**src/rtl/acl_display_fmt.sv**
```systemverilog
// Accelerometer display formatter: latches signed-magnitude channels, converts them serially
// to decimal (double-dabble) or hex digits, and commits the full set atomically for the scanner.
module acl_display_fmt #(
    parameter int NCH    = 3,
    parameter int W      = 4,
    parameter int DIGITS = 2
) (
    input  logic                   clk_100mhz,
    input  logic                   rst,
    input  logic [NCH*(W+1)-1:0]   samples,
    input  logic                   sample_valid,
    input  logic                   hold,
    input  logic                   mode_hex,
    input  logic                   blank_lz,
    input  logic [2:0]             can,
    output logic [3:0]             val,
    output logic                   d,
    output logic                   valid,
    output logic                   busy,
    output logic [NCH-1:0]         ovf,
    output logic [7:0]             drop_cnt
);
    localparam int BW     = 4*DIGITS + 4;
    localparam int HW     = 4*DIGITS;
    localparam int MW     = (W > HW) ? W : HW;
    localparam int CHW    = (NCH > 1) ? $clog2(NCH) : 1;
    localparam int BITW   = (W > 1) ? $clog2(W) : 1;
    localparam int STRIDE = DIGITS + 1;

    typedef enum logic [1:0] {IDLE, CONV, COMMIT} state_t;
    state_t state;

    logic [W-1:0]    lat_mag [NCH];
    logic [NCH-1:0]  lat_sign;
    logic            lat_hex;
    logic [CHW-1:0]  ch;
    logic [BITW-1:0] bit_idx;
    logic [BW-1:0]   bcd;

    logic [3:0]      sh_dig [NCH][DIGITS];
    logic [NCH-1:0]  sh_neg;
    logic [NCH-1:0]  sh_ovf;
    logic [3:0]      disp_dig [NCH][DIGITS];
    logic [NCH-1:0]  disp_neg;

    logic [W-1:0]    cur_mag;
    logic            feed;
    logic [BW-1:0]   adj;
    logic [BW-1:0]   bcd_next;
    logic [MW-1:0]   ext;
    logic [3:0]      res_dig [DIGITS];
    logic            res_ovf;
    logic            res_neg;
    logic            lit;

    // One conversion step plus the per-channel result it would store on the last step.
    always_comb begin
        cur_mag = lat_mag[ch];
        feed    = cur_mag[BITW'(W-1) - bit_idx];
        adj     = bcd;
        for (int i = 0; i <= DIGITS; i++) begin
            if (adj[4*i +: 4] >= 4'd5) adj[4*i +: 4] = adj[4*i +: 4] + 4'd3;
        end
        bcd_next = BW'({adj, feed});
        ext      = MW'(cur_mag);
        res_ovf  = lat_hex ? (|(ext >> HW)) : (bcd_next[BW-1 -: 4] != 4'd0);
        res_neg  = lat_sign[ch] & (cur_mag != '0);
        for (int k = 0; k < DIGITS; k++) begin
            if (res_ovf) res_dig[k] = lat_hex ? 4'hF : 4'd9;
            else         res_dig[k] = lat_hex ? ext[4*k +: 4] : bcd_next[4*k +: 4];
        end
    end

    always_ff @(posedge clk_100mhz) begin
        if (rst) begin
            state    <= IDLE;
            busy     <= 1'b0;
            ch       <= '0;
            bit_idx  <= '0;
            bcd      <= '0;
            lat_hex  <= 1'b0;
            lat_sign <= '0;
            drop_cnt <= 8'd0;
            sh_neg   <= '0;
            sh_ovf   <= '0;
            disp_neg <= '0;
            ovf      <= '0;
            for (int c = 0; c < NCH; c++) begin
                lat_mag[c] <= '0;
                for (int k = 0; k < DIGITS; k++) begin
                    sh_dig[c][k]   <= 4'd0;
                    disp_dig[c][k] <= 4'd0;
                end
            end
        end else begin
            // COMMIT counts as busy, so a strobe landing there is a drop.
            if (sample_valid && state != IDLE && drop_cnt != 8'hFF) drop_cnt <= drop_cnt + 8'd1;
            case (state)
                IDLE: begin
                    if (sample_valid && !hold) begin
                        for (int c = 0; c < NCH; c++) begin
                            lat_mag[c]  <= samples[c*(W+1) +: W];
                            lat_sign[c] <= samples[c*(W+1) + W];
                        end
                        lat_hex <= mode_hex;
                        ch      <= '0;
                        bit_idx <= '0;
                        bcd     <= '0;
                        busy    <= 1'b1;
                        state   <= CONV;
                    end
                end
                CONV: begin
                    bcd     <= bcd_next;
                    bit_idx <= bit_idx + 1'b1;
                    if (bit_idx == BITW'(W-1)) begin
                        for (int k = 0; k < DIGITS; k++) sh_dig[ch][k] <= res_dig[k];
                        sh_neg[ch] <= res_neg;
                        sh_ovf[ch] <= res_ovf;
                        bcd        <= '0;
                        bit_idx    <= '0;
                        ch         <= ch + 1'b1;
                        if (ch == CHW'(NCH-1)) state <= COMMIT;
                    end
                end
                COMMIT: begin
                    for (int c = 0; c < NCH; c++) begin
                        for (int k = 0; k < DIGITS; k++) disp_dig[c][k] <= sh_dig[c][k];
                    end
                    disp_neg <= sh_neg;
                    ovf      <= sh_ovf;
                    busy     <= 1'b0;
                    state    <= IDLE;
                end
                default: state <= IDLE;
            endcase
        end
    end

    // Anode decode; positions at k == DIGITS are separators between channels.
    always_comb begin
        val   = 4'd0;
        d     = 1'b0;
        valid = 1'b0;
        lit   = 1'b0;
        for (int c = 0; c < NCH; c++) begin
            for (int k = 0; k < DIGITS; k++) begin
                if (can == 3'(c*STRIDE + k)) begin
                    lit = !blank_lz || (k == 0);
                    for (int j = k; j < DIGITS; j++) begin
                        if (disp_dig[c][j] != 4'd0) lit = 1'b1;
                    end
                    if (lit) begin
                        val   = disp_dig[c][k];
                        valid = 1'b1;
                        d     = (k == 0) && disp_neg[c];
                    end
                end
            end
        end
    end
endmodule

```
**config.mk**
```make
export PLATFORM = sky130hd
export DESIGN_NAME = acl_display_fmt
export DESIGN_NICKNAME = d
export VERILOG_FILES = /design/src/rtl/acl_display_fmt.sv
export SDC_FILE = /design/constraint.sdc
export NUM_CORES = 1
export LEC_CHECK = 0
export ABC_AREA = 1
export ABC_CLOCK_PERIOD_IN_PS = 5200
export CAP_MARGIN = 40
export CORE_ASPECT_RATIO = 1.25
export CORE_MARGIN = 4
export CORE_UTILIZATION = 60
export DETAILED_ROUTE_END_ITERATION = 8
export GPL_TIMING_DRIVEN = 0
export PLACE_DENSITY = 0.82
export SYNTH_ARGS = -nofsm -noshare
export SYNTH_HDL_FRONTEND = slang
export SYNTH_SLANG_ARGS = --single-unit
```
**constraint.sdc**
```tcl
create_clock -name clk_100mhz -period 5.2 [get_ports clk_100mhz]
set_input_delay 0.78 -clock clk_100mhz [delete_from_list [all_inputs] [get_ports clk_100mhz]]
set_output_delay 0.78 -clock clk_100mhz [all_outputs]
set_load 0.01 [all_outputs]
```
==> impl_metrics.py, run 1 <==
metrics = {
    "status": {
        "status": "finished clean",
    },
    "setup_path": {
        "critical_path.most_common_cell": "clkdlybuf4s50_1",
        "path_cells": "clkdlybuf4s50_1, inv_1, nor3_1, nand2_1, nand4_1, clkdlybuf4s50_1",
        "critPathArrivalTime_ps": 2710,
        "timing.reg2reg.setup_slack_ps": 3270,
        "critical_path.max_stage_delay_ps": 540,
        "path_class": "input port to primary output",
        "critical_path.max_fanout": 6,
        "slowest_stage": "clkdlybuf4s50_1",
        "worstSetupEndpointType": "primary output",
        "crit_required_ps": 4420,
        "setup.worst_path.start_class": "input port",
    },
    "synthesis": {
        "syn-mean-instance-area_um2": 8.53,
        "synth_most_common_cell": "nand2_1",
        "synthDistinctLibCells": 33,
        "synthDominantCellAreaShare": 0.368,
        "ys.warnings.count": 0,
        "synth_enable_flop_cells": 60,
        "post_synth_instance_area_um2": 4900,
        "synthXorXnorAreaFrac": 0.0107,
        "share_of_synthesized_cell_area_in_full_adder_half_adder_and_majority_cells": 0.0281,
        "ys_seq_area_frac": 0.552,
        "synth_simple_gate_area_frac": 0.230,
        "ys_ff_latch": 105,
        "synth_compound_area_frac": 0.0958,
        "mappedNetlistNets": 609,
        "postSynth.asyncResetShare": 0,
        "syn-instance-count": 574,
        "synth_area_leaders": "edfxtp_1 37%, dfxtp_1 18%, nand2_1 8.3%",
        "synth-main-ff-cell": "edfxtp_1",
        "synth_common_cells": "108 x nand2_1, 96 x inv_1, 85 x nor2_1",
        "post_synth_mux_area_share": 0,
        "synth_top_family_by_area": "simple AND/OR/NAND/NOR gates",
        "post-synth-top-area-cell": "edfxtp_1",
    },
    "floorplanning": {
        "initial_utilization": 0.621,
        "count_of_boundary_i_o_pins": 42,
        "die_height_um": 109,
        "fp-row-count": 36,
        "core-area_um2": 7880,
        "die_x_um": 88.8,
        "fp.dieArea_um2": 9680,
    },
    "sta": {
        "max_freq_mhz": 286,
        "rsz_0062_raised_after_global_routing": "false",
        "fin_crit_sh": 0.671,
        "setup-tns-final_ps": 0,
        "maxSlewHeadroom": 0.608,
        "finalHoldWorstSlack_ps": 475,
        "final-max-slew-violation-count": 0,
        "setup_ws_ps": 1710,
        "setup_violating_endpoint_count_in_the_final_report": 0,
        "hold_viol": 0,
        "fin_worst_skew_ps": 8.44,
        "timing_worst_slew_pin_value_ps": 586,
        "post-route-min-period_ps": 3490,
    },
    "cts": {
        "worst_setup_hold_path_clk_slew_ps": 90,
        "cts-hold-fix-buffers": 0,
        "cts_resized": 0,
        "clock_tree_from_tritoncts": "built",
        "clk_path_buf_depth": 2,
        "cts_setup_buffers": 0,
        "worstSkewPairLatency_ps": 370,
        "ctsRootBufferMaster": "clkbuf_8",
        "cts_num_sinks": 105,
        "cts_htree_levels": 3,
        "cts_made_buffers": 9,
    },
    "drt": {
        "drt_first_iter_violations": 283,
        "detail_route.wirelength_um": 9650,
        "avgRoutedWirePerCell_um": 13.3,
        "drt.antenna.violating_nets": 0,
        "drt-pass1-iter-count": 5,
        "drc_errors": 0,
        "avgViaCountPerCell": 5.27,
        "routed-via-count": 3828,
    },
    "placed_design": {
        "gp_routability_congestion": 0.836,
        "hpwl_um": 7430,
        "placed_cells": 711,
        "placed_area_um2": 5450,
        "numPortBuffers": 41,
        "preCtsSetupSlack_ps": 1690,
    },
    "power": {
        "power_switching_share": 0.229,
        "power.static_leakage_nw": 2.29,
        "design_power_total_mw": 1.54,
        "sequentialPowerShare": 0.595,
        "cell_internal_pwr_mw": 1.19,
        "power.share.clock": 0.322,
        "power_density_nw_per_um2": 273,
        "pwr-share-comb": 0.082,
        "p_sw_mw": 0.352,
        "vdd_drop_max_v": 0.000178,
    },
    "global_routing": {
        "grt_start_max_net_pins": 21,
        "grt_pass1_wl_um": 16300,
        "globalRouteTotalUtil": 0.220,
        "antenna_found_initial": 0,
        "final_global_route_overflow_total": 0,
        "grt_pass1_vias": 3725,
    },
    "cells_and_area": {
        "finish.utilization": 0.716,
        "multi_input_area_um2": 1790,
        "layout.area.seq_um2": 2700,
        "layout.nets": 662,
        "postLayoutCellArea_um2": 5640,
        "final_cell_count_no_fill": 727,
        "n_fill_cell": 585,
        "antenna_cells_inserted": 0,
        "layout_cells_sized_above_1": 0.0665,
        "syn_to_final_growth_pct": 15.2,
    },
    "min_path": {
        "min_path_type": "flop to flop",
    },
    "job": {
        "cap_viol_max_count": 0,
    },
}
-- path summary, 6_finish.rpt --
check / startpoint / to / cells past startpoint
min: ovf[1]$_SDFFE_PP0P_ / ovf[1]$_SDFFE_PP0P_ / 2
max: can[2] / val[3] / 6
max reg2reg: bcd[0]$_SDFFE_PP0P_ / sh_dig[0][6]$_SDFFCE_PN0P_ / 9
min reg2reg: ovf[1]$_SDFFE_PP0P_ / ovf[1]$_SDFFE_PP0P_ / 2
-- cells by family (layout without fill, tap and decap cells) --
group | after synthesis | count (layout)
AND/OR/NAND/NOR | 261 | 261
buffers and inverters | 107 | 165
flip-flops | 105 | 105
AO/OA/AOI/OAI | 84 | 84
adder cells (fa/ha/maj) | 11 | 11
XOR/XNOR | 6 | 6
-- cells in the final DEF, fill, tap and decap left out, types with 4 or more instances in the layout --
cell type,count
xor2_1,5
inv_1,96
a21oi_1,39
nand3_1,32
ha_1,11
nor3_1,6
buf_2,8
dfxtp_1,45
nor2_1,85
nand2_2,5
clkbuf_8,10
o21ai_0,31
nand2_1,108
or2_2,4
clkdlybuf4s50_1,41
nand4_1,12
edfxtp_1,60
-- state kept, by name, indices dropped and copies added (netlist names), 2 cells and up, named ones only --
name,count
disp_neg,3
lat_sign,3
ovf,3
bcd,12
sh_ovf,3
sh_neg,3
ch,2
lat_mag,12
sh_dig,24
state,2
disp_dig,24
bit_idx,2
drop_cnt,8
-- final cells by class --
cell class                      count  share of cell area
Clock inverter                      5             0.00954
Buffer                             10             0.00843
Clock buffer                       11              0.0251
Multi-Input combinational cell    362               0.317
Timing Repair Buffer               42              0.0754
Tap cell                           95              0.0211
Inverter                           97              0.0645
Sequential cell                   105               0.479
-- power groups by stage --
stage | Combinational, mW | Clock, mW | Sequential (mW)
finish | 0.127 | 0.496 | 0.916
global route | 0.142 | 0.541 | 0.919
CTS | 0.127 | 0.502 | 0.916
detailed placement | 0.126 | 0 | 0.935
global placement | 0.121 | 0 | 0.934
floorplan | 0.0737 | 0 | 0.932
-- worst max-delay path: cells and delay by family --
kind / cells / cell delay [ps]
and+or+nand+nor: 3 / 790
buffers and inverters: 3 / 1140
-- per-layer routing --
metal	vias up	GRT usage	share of wire	wire [um]
met5	-	0	0	0
met4	0	0.109	0.033	320
met3	25	0.0476	0.040	389
met2	94	0.401	0.55	5280
met1	1737	0.234	0.38	3660
li1	1972	-	-	-
No activity file was read; power rests on OpenSTA's default activity.
==> run 2: changes to the inputs <==
--- a/config.mk
+++ b/config.mk
@@ -6,14 +6,14 @@
 export NUM_CORES = 1
 export LEC_CHECK = 0
 export ABC_AREA = 1
-export ABC_CLOCK_PERIOD_IN_PS = 5200
+export ABC_CLOCK_PERIOD_IN_PS = 3450
 export CAP_MARGIN = 40
 export CORE_ASPECT_RATIO = 1.25
 export CORE_MARGIN = 4
-export CORE_UTILIZATION = 60
+export CORE_UTILIZATION = 58
 export DETAILED_ROUTE_END_ITERATION = 8
 export GPL_TIMING_DRIVEN = 0
-export PLACE_DENSITY = 0.82
+export PLACE_DENSITY = 0.8
 export SYNTH_ARGS = -nofsm -noshare
 export SYNTH_HDL_FRONTEND = slang
 export SYNTH_SLANG_ARGS = --single-unit
==> constraint.sdc (replaced) <==
create_clock -name clk_100mhz -period 3.45 [get_ports clk_100mhz]
set_input_delay 0.5175 -clock clk_100mhz [delete_from_list [all_inputs] [get_ports clk_100mhz]]
set_output_delay 0.5175 -clock clk_100mhz [all_outputs]
set_load 0.01 [all_outputs]
==> run 2 against run 1 <==
Clock power up 36%. Power rose by 46%. Count of clock-buffer cells in the layout did not move. Wire length is 0.57% lower. Sequential cell count unchanged. Sequential power increased by 51%. Worst hold slack worse by 3.6 ps. Critical path type unchanged. Critical endpoint is now val[2]. Largest power group unchanged.
==> impl_metrics.py, run 2 (synthesis gave the netlist of run 1 again) <==
metrics = {
    "status": {
        "status": "finished clean",
    },
    "sta": {
        "hold_viol": 0,
        "post-route-min-period_ps": 2920,
        "fin_crit_sh": 0.846,
        "max_freq_mhz": 343,
        "maxSlewHeadroom": 0.605,
        "rsz_0062_raised_after_global_routing": "false",
        "fin_worst_skew_ps": 9.42,
        "timing_worst_slew_pin_value_ps": 592,
        "final-max-slew-violation-count": 0,
        "setup-tns-final_ps": 0,
        "setup_violating_endpoint_count_in_the_final_report": 0,
    },
    "global_routing": {
        "grt_pass1_wl_um": 16200,
        "globalRouteTotalUtil": 0.200,
        "final_global_route_overflow_total": 0,
        "grt_start_max_net_pins": 21,
        "grt_pass1_vias": 3775,
        "antenna_found_initial": 0,
    },
    "power": {
        "sequentialPowerShare": 0.614,
        "power.static_leakage_nw": 2.28,
        "vdd_drop_max_v": 0.000306,
        "power_density_nw_per_um2": 400,
        "cell_internal_pwr_mw": 1.72,
        "power_switching_share": 0.237,
        "power.share.clock": 0.301,
        "pwr-share-comb": 0.085,
        "p_sw_mw": 0.532,
    },
    "cts": {
        "cts_resized": 0,
        "cts_htree_levels": 3,
        "clk_path_buf_depth": 2,
        "clock_tree_from_tritoncts": "built",
        "ctsRootBufferMaster": "clkbuf_8",
        "cts-hold-fix-buffers": 0,
        "cts_setup_buffers": 0,
        "cts_made_buffers": 9,
        "cts_num_sinks": 105,
        "worst_setup_hold_path_clk_slew_ps": 90,
        "worstSkewPairLatency_ps": 370,
    },
    "cells_and_area": {
        "syn_to_final_growth_pct": 14.8,
        "layout.cells.most_common": "nand2_1",
        "antenna_cells_inserted": 0,
        "most-common-layout-cells": "108 x nand2_1, 96 x inv_1, 85 x nor2_1, 60 x edfxtp_1, 45 x dfxtp_1",
        "layout_top_registers": "disp_dig (24), sh_dig (24)",
        "layout.nets": 662,
        "finish.utilization": 0.682,
        "layout_cells_sized_above_1": 0.0665,
    },
    "min_path": {
        "min_path_type": "flop to flop",
    },
    "drt": {
        "routed-via-count": 3919,
        "drt_first_iter_violations": 193,
        "drt-pass1-iter-count": 7,
        "drc_errors": 0,
        "detail_route.wirelength_um": 9600,
        "drt.antenna.violating_nets": 0,
        "avgRoutedWirePerCell_um": 13.2,
        "avgViaCountPerCell": 5.38,
    },
    "setup_path": {
        "worstSetupEndpointType": "primary output",
        "setup.worst_path.start_class": "input port",
        "critical_path.max_fanout": 6,
        "path_class": "input port to primary output",
        "critPathArrivalTime_ps": 2400,
        "crit_required_ps": 2930,
    },
    "floorplanning": {
        "count_of_boundary_i_o_pins": 42,
        "fp-row-count": 37,
        "fp.dieArea_um2": 9990,
        "core-area_um2": 8240,
        "die_x_um": 90.2,
        "die_height_um": 111,
        "initial_utilization": 0.594,
    },
    "job": {
        "cap_viol_max_count": 0,
    },
    "placed_design": {
        "hpwl_um": 7340,
        "gp_routability_congestion": 0.834,
        "numPortBuffers": 41,
    },
}
==> run 2: changes by cell type in the layout (fill, tap and decap cells not counted), sizes merged <==
cell / before / now
bufinv: 1 / 0
clkinv: 2 / 4
inv: 98 / 97
==> run 2: final cells by class <==
type | count | area, um^2
buffer | 10 | 47.5
tap | 97 | 121
inverter | 97 | 364
timing repair buffer | 42 | 425
sequential | 105 | 2700
multi-input combinational | 362 | 1790
clock inverter | 5 | 32.5
fill | 672 | 2620
clock buffer | 11 | 141
==> run 2: path summary, 6_finish.rpt <==
kind	start	slack, ps	cells past startpoint	end
worst max-delay path	can[2]	530	6	val[2]
worst min-delay path	bcd[11]$_SDFFE_PP0P_	470	2	bcd[11]$_SDFFE_PP0P_
worst max register to register	bit_idx[0]$_SDFFE_PP0P_	1540	7	sh_dig[1][2]$_SDFFCE_PN0P_
worst min register to register	bcd[11]$_SDFFE_PP0P_	470	2	bcd[11]$_SDFFE_PP0P_
==> run 2: power by group through the flow <==
stage,registers [mW],clock network (mW),logic (mW)
after floorplan,1.40,0,0.111
after global placement,1.41,0,0.183
after detailed placement,1.41,0,0.190
after CTS,1.38,0.689,0.192
after global routing,1.39,0.741,0.213
final,1.38,0.676,0.191
==> run 2: through the flow <==
| step | worst slack (ps) | cells | power [mW] | instance area [um^2] | hold WS (ps) |
|---|---|---|---|---|---|
| 2_1_floorplan | 1390 | 574 | 1.52 | 4900 | 440 |
| 3_3_place_gp | 439 | 712 | 1.59 | 5430 | 450 |
| 3_5_place_dp | 529 | 713 | 1.60 | 5450 | 463 |
| 4_1_cts | 519 | 729 | 2.26 | 5620 | 476 |
| 5_1_grt | 419 | 729 | 2.34 | 5620 | 497 |
| 6_report | 533 | 729 | 2.25 | 5620 | 472 |
==> run 2: worst max-delay path, cell delays in order <==
cell	delay, ps
clkdlybuf4s50_1	500
inv_1	90
nor3_1	440
nand2_1	180
nand4_1	140
clkdlybuf4s50_1	540
==> run 2: layer usage <==
| metal | global-route usage | vias up | wire length (um) |
|---|---|---|---|
| met5 | 0 | - | 0 |
| met4 | 0.106 | 0 | 432 |
| met3 | 0.0523 | 36 | 399 |
| met2 | 0.366 | 95 | 5020 |
| met1 | 0.206 | 1818 | 3740 |
| li1 | - | 1970 | - |
==> run 3: changes to the inputs <==
--- a/config.mk
+++ b/config.mk
@@ -6,7 +6,7 @@
 export NUM_CORES = 1
 export LEC_CHECK = 0
 export ABC_AREA = 1
-export ABC_CLOCK_PERIOD_IN_PS = 3450
+export ABC_CLOCK_PERIOD_IN_PS = 2690
 export CAP_MARGIN = 40
 export CORE_ASPECT_RATIO = 1.25
 export CORE_MARGIN = 4
==> constraint.sdc (replaced) <==
create_clock -name clk_100mhz -period 2.69 [get_ports clk_100mhz]
set_input_delay 0.4035 -clock clk_100mhz [delete_from_list [all_inputs] [get_ports clk_100mhz]]
set_output_delay 0.4035 -clock clk_100mhz [all_outputs]
set_load 0.01 [all_outputs]
==> run 3 against run 2 <==
Utilization rose by 0.12 points. Combinational power rose by 29%. Sequential share of layout area down 0.085 points. Count of clock-buffer cells in the layout unchanged. Die area unchanged. Worst setup slack got worse by 460 ps. Cell area grew 0.18%. Highest routed layer unchanged. Wire length is 0.54% higher.
==> impl_metrics.py, run 3 (synthesis gave the netlist of run 1 again) <==
metrics = {
    "status": {
        "status": "finished clean",
    },
    "placed_design": {
        "hpwl_um": 7340,
        "preCtsSetupSlack_ps": -3.24,
        "gp_routability_congestion": 0.834,
        "numPortBuffers": 41,
    },
    "cts": {
        "cts_htree_levels": 3,
        "worstSkewPairLatency_ps": 370,
        "ctsRootBufferMaster": "clkbuf_8",
        "clk_path_buf_depth": 2,
        "cts_setup_buffers": 0,
        "cts_made_buffers": 9,
        "worst_setup_hold_path_clk_slew_ps": 90,
        "clock_tree_from_tritoncts": "built",
        "cts-hold-fix-buffers": 0,
        "cts_num_sinks": 105,
    },
    "setup_path": {
        "path_class": "input port to primary output",
        "timing.reg2reg.setup_slack_ps": 780,
        "critical_path.most_common_cell": "clkdlybuf4s50_1",
        "critical_path.max_fanout": 5,
        "slowest_stage": "clkdlybuf4s50_1",
        "worstSetupEndpointType": "primary output",
        "critical_path.max_stage_delay_ps": 540,
        "ff2ff_path_depth": 9,
        "crit_required_ps": 2290,
        "setup.worst_path.start_class": "input port",
        "path_cells": "clkdlybuf4s50_1, inv_1, nand3_1, nor2_1, a221oi_1, nand4_1, clkdlybuf4s50_1",
        "critPathArrivalTime_ps": 2210,
    },
    "power": {
        "power.static_leakage_nw": 2.28,
        "vdd_drop_max_v": 0.000392,
        "power_density_nw_per_um2": 513,
    },
    "sta": {
        "setup_ws_ps": 72.3,
        "post-route-min-period_ps": 2620,
        "hold_viol": 0,
        "rsz_0062_raised_after_global_routing": "false",
        "timing_worst_slew_pin_value_ps": 592,
        "maxSlewHeadroom": 0.604,
        "max_freq_mhz": 382,
        "final-max-slew-violation-count": 0,
        "fin_worst_skew_ps": 8.27,
        "fin_crit_sh": 0.973,
        "setup_violating_endpoint_count_in_the_final_report": 0,
    },
    "global_routing": {
        "grt_pass1_wl_um": 16200,
        "antenna_found_initial": 0,
        "final_global_route_overflow_total": 0,
        "grt_start_max_net_pins": 21,
        "grt_pass1_vias": 3777,
        "globalRouteTotalUtil": 0.200,
    },
    "cells_and_area": {
        "layout_cells_sized_above_1": 0.0712,
        "n_fill_cell": 670,
        "layout.nets": 662,
        "layout_top_registers": "disp_dig (24), sh_dig (24)",
        "antenna_cells_inserted": 0,
        "layout.cells.most_common": "nand2_1",
        "finish.utilization": 0.684,
        "most-common-layout-cells": "108 x nand2_1, 96 x inv_1, 83 x nor2_1, 60 x edfxtp_1, 45 x dfxtp_1",
        "syn_to_final_growth_pct": 15.0,
    },
    "min_path": {
        "holdPathStages": 2,
        "min_path_type": "flop to flop",
    },
    "drt": {
        "drt_first_iter_violations": 186,
        "routed-via-count": 3892,
        "drt-pass1-iter-count": 4,
        "drc_errors": 0,
        "avgRoutedWirePerCell_um": 13.2,
        "drt.antenna.violating_nets": 0,
        "avgViaCountPerCell": 5.34,
        "detail_route.wirelength_um": 9650,
    },
    "floorplanning": {
        "initial_utilization": 0.594,
        "die_x_um": 90.2,
        "die_height_um": 111,
        "fp.dieArea_um2": 9990,
        "fp-row-count": 37,
        "count_of_boundary_i_o_pins": 42,
        "core-area_um2": 8240,
    },
    "job": {
        "cap_viol_max_count": 0,
    },
}
-- run 3: cell count changes in the layout (fill, tap and decap cells not counted) --
| cell | previous run | this run |
|---|---|---|
| nor2_1 | 85 | 83 |
| nor2_2 | 1 | 3 |
| nor3_1 | 6 | 5 |
| nor3_2 | 0 | 1 |
-- run 3: per-stage QoR --
step                      TNS (ps)  hold WS, ps  instance area [um^2]  power, mW  cells
final                            0          471                  5630       2.89    729
after global routing             0          497                  5630       3.00    729
after CTS                        0          476                  5630       2.90    729
after detailed placement     -3.69          463                  5450       2.05    713
after global placement       -6000          450                  5430       2.04    712
after floorplan                  0          440                  4900       1.94    574
-- run 3: metal layers --
| layer | part of all wire | vias to the layer above | track usage |
|---|---|---|---|
| met1 | 0.39 | 1790 | 0.207 |
| met5 | 0 | - | 0 |
| met3 | 0.043 | 34 | 0.0523 |
| met2 | 0.52 | 97 | 0.368 |
| met4 | 0.042 | 0 | 0.102 |
| li1 | - | 1971 | - |
-- run 3: power by group --
group	switching (mW)	internal, mW	total, mW
logic	0.149	0.0985	0.247
clock network	0.510	0.359	0.870
registers	0.0275	1.74	1.77
total	0.686	2.20	2.89
-- run 3: area by class of cell --
cell class / instances / area, um^2 / area share
multi-input combinational: 362 / 1800 / 0.319
clock inverter: 5 / 32.5 / 0.00578
sequential: 105 / 2700 / 0.480
buffer: 10 / 47.5 / 0.00844
tap: 97 / 121 / 0.0215
clock buffer: 11 / 141 / 0.0251
timing repair buffer: 42 / 425 / 0.0755
inverter: 97 / 364 / 0.0646
-- run 3: final timing paths --
kind | end | startpoint
setup / recovery | val[3] | can[2]
hold / removal | bcd[11]$_SDFFE_PP0P_ | bcd[11]$_SDFFE_PP0P_
setup reg to reg | sh_dig[1][2]$_SDFFCE_PN0P_ | bcd[4]$_SDFFE_PP0P_
hold reg to reg | bcd[11]$_SDFFE_PP0P_ | bcd[11]$_SDFFE_PP0P_
-- run 3: what timing repair did --
action                                 in CTS  in global routing
endpoints found under the hold margin       0                  0
setup endpoints to repair                   4                  3
resized for setup                           1                  2
-- run 3: worst max-delay path: cells and delay by family --
kind / cells / cell delay, ps
AOI/OAI and AO/OA: 1 / 270
buffers and inverters: 3 / 1150
and+or+nand+nor: 3 / 380
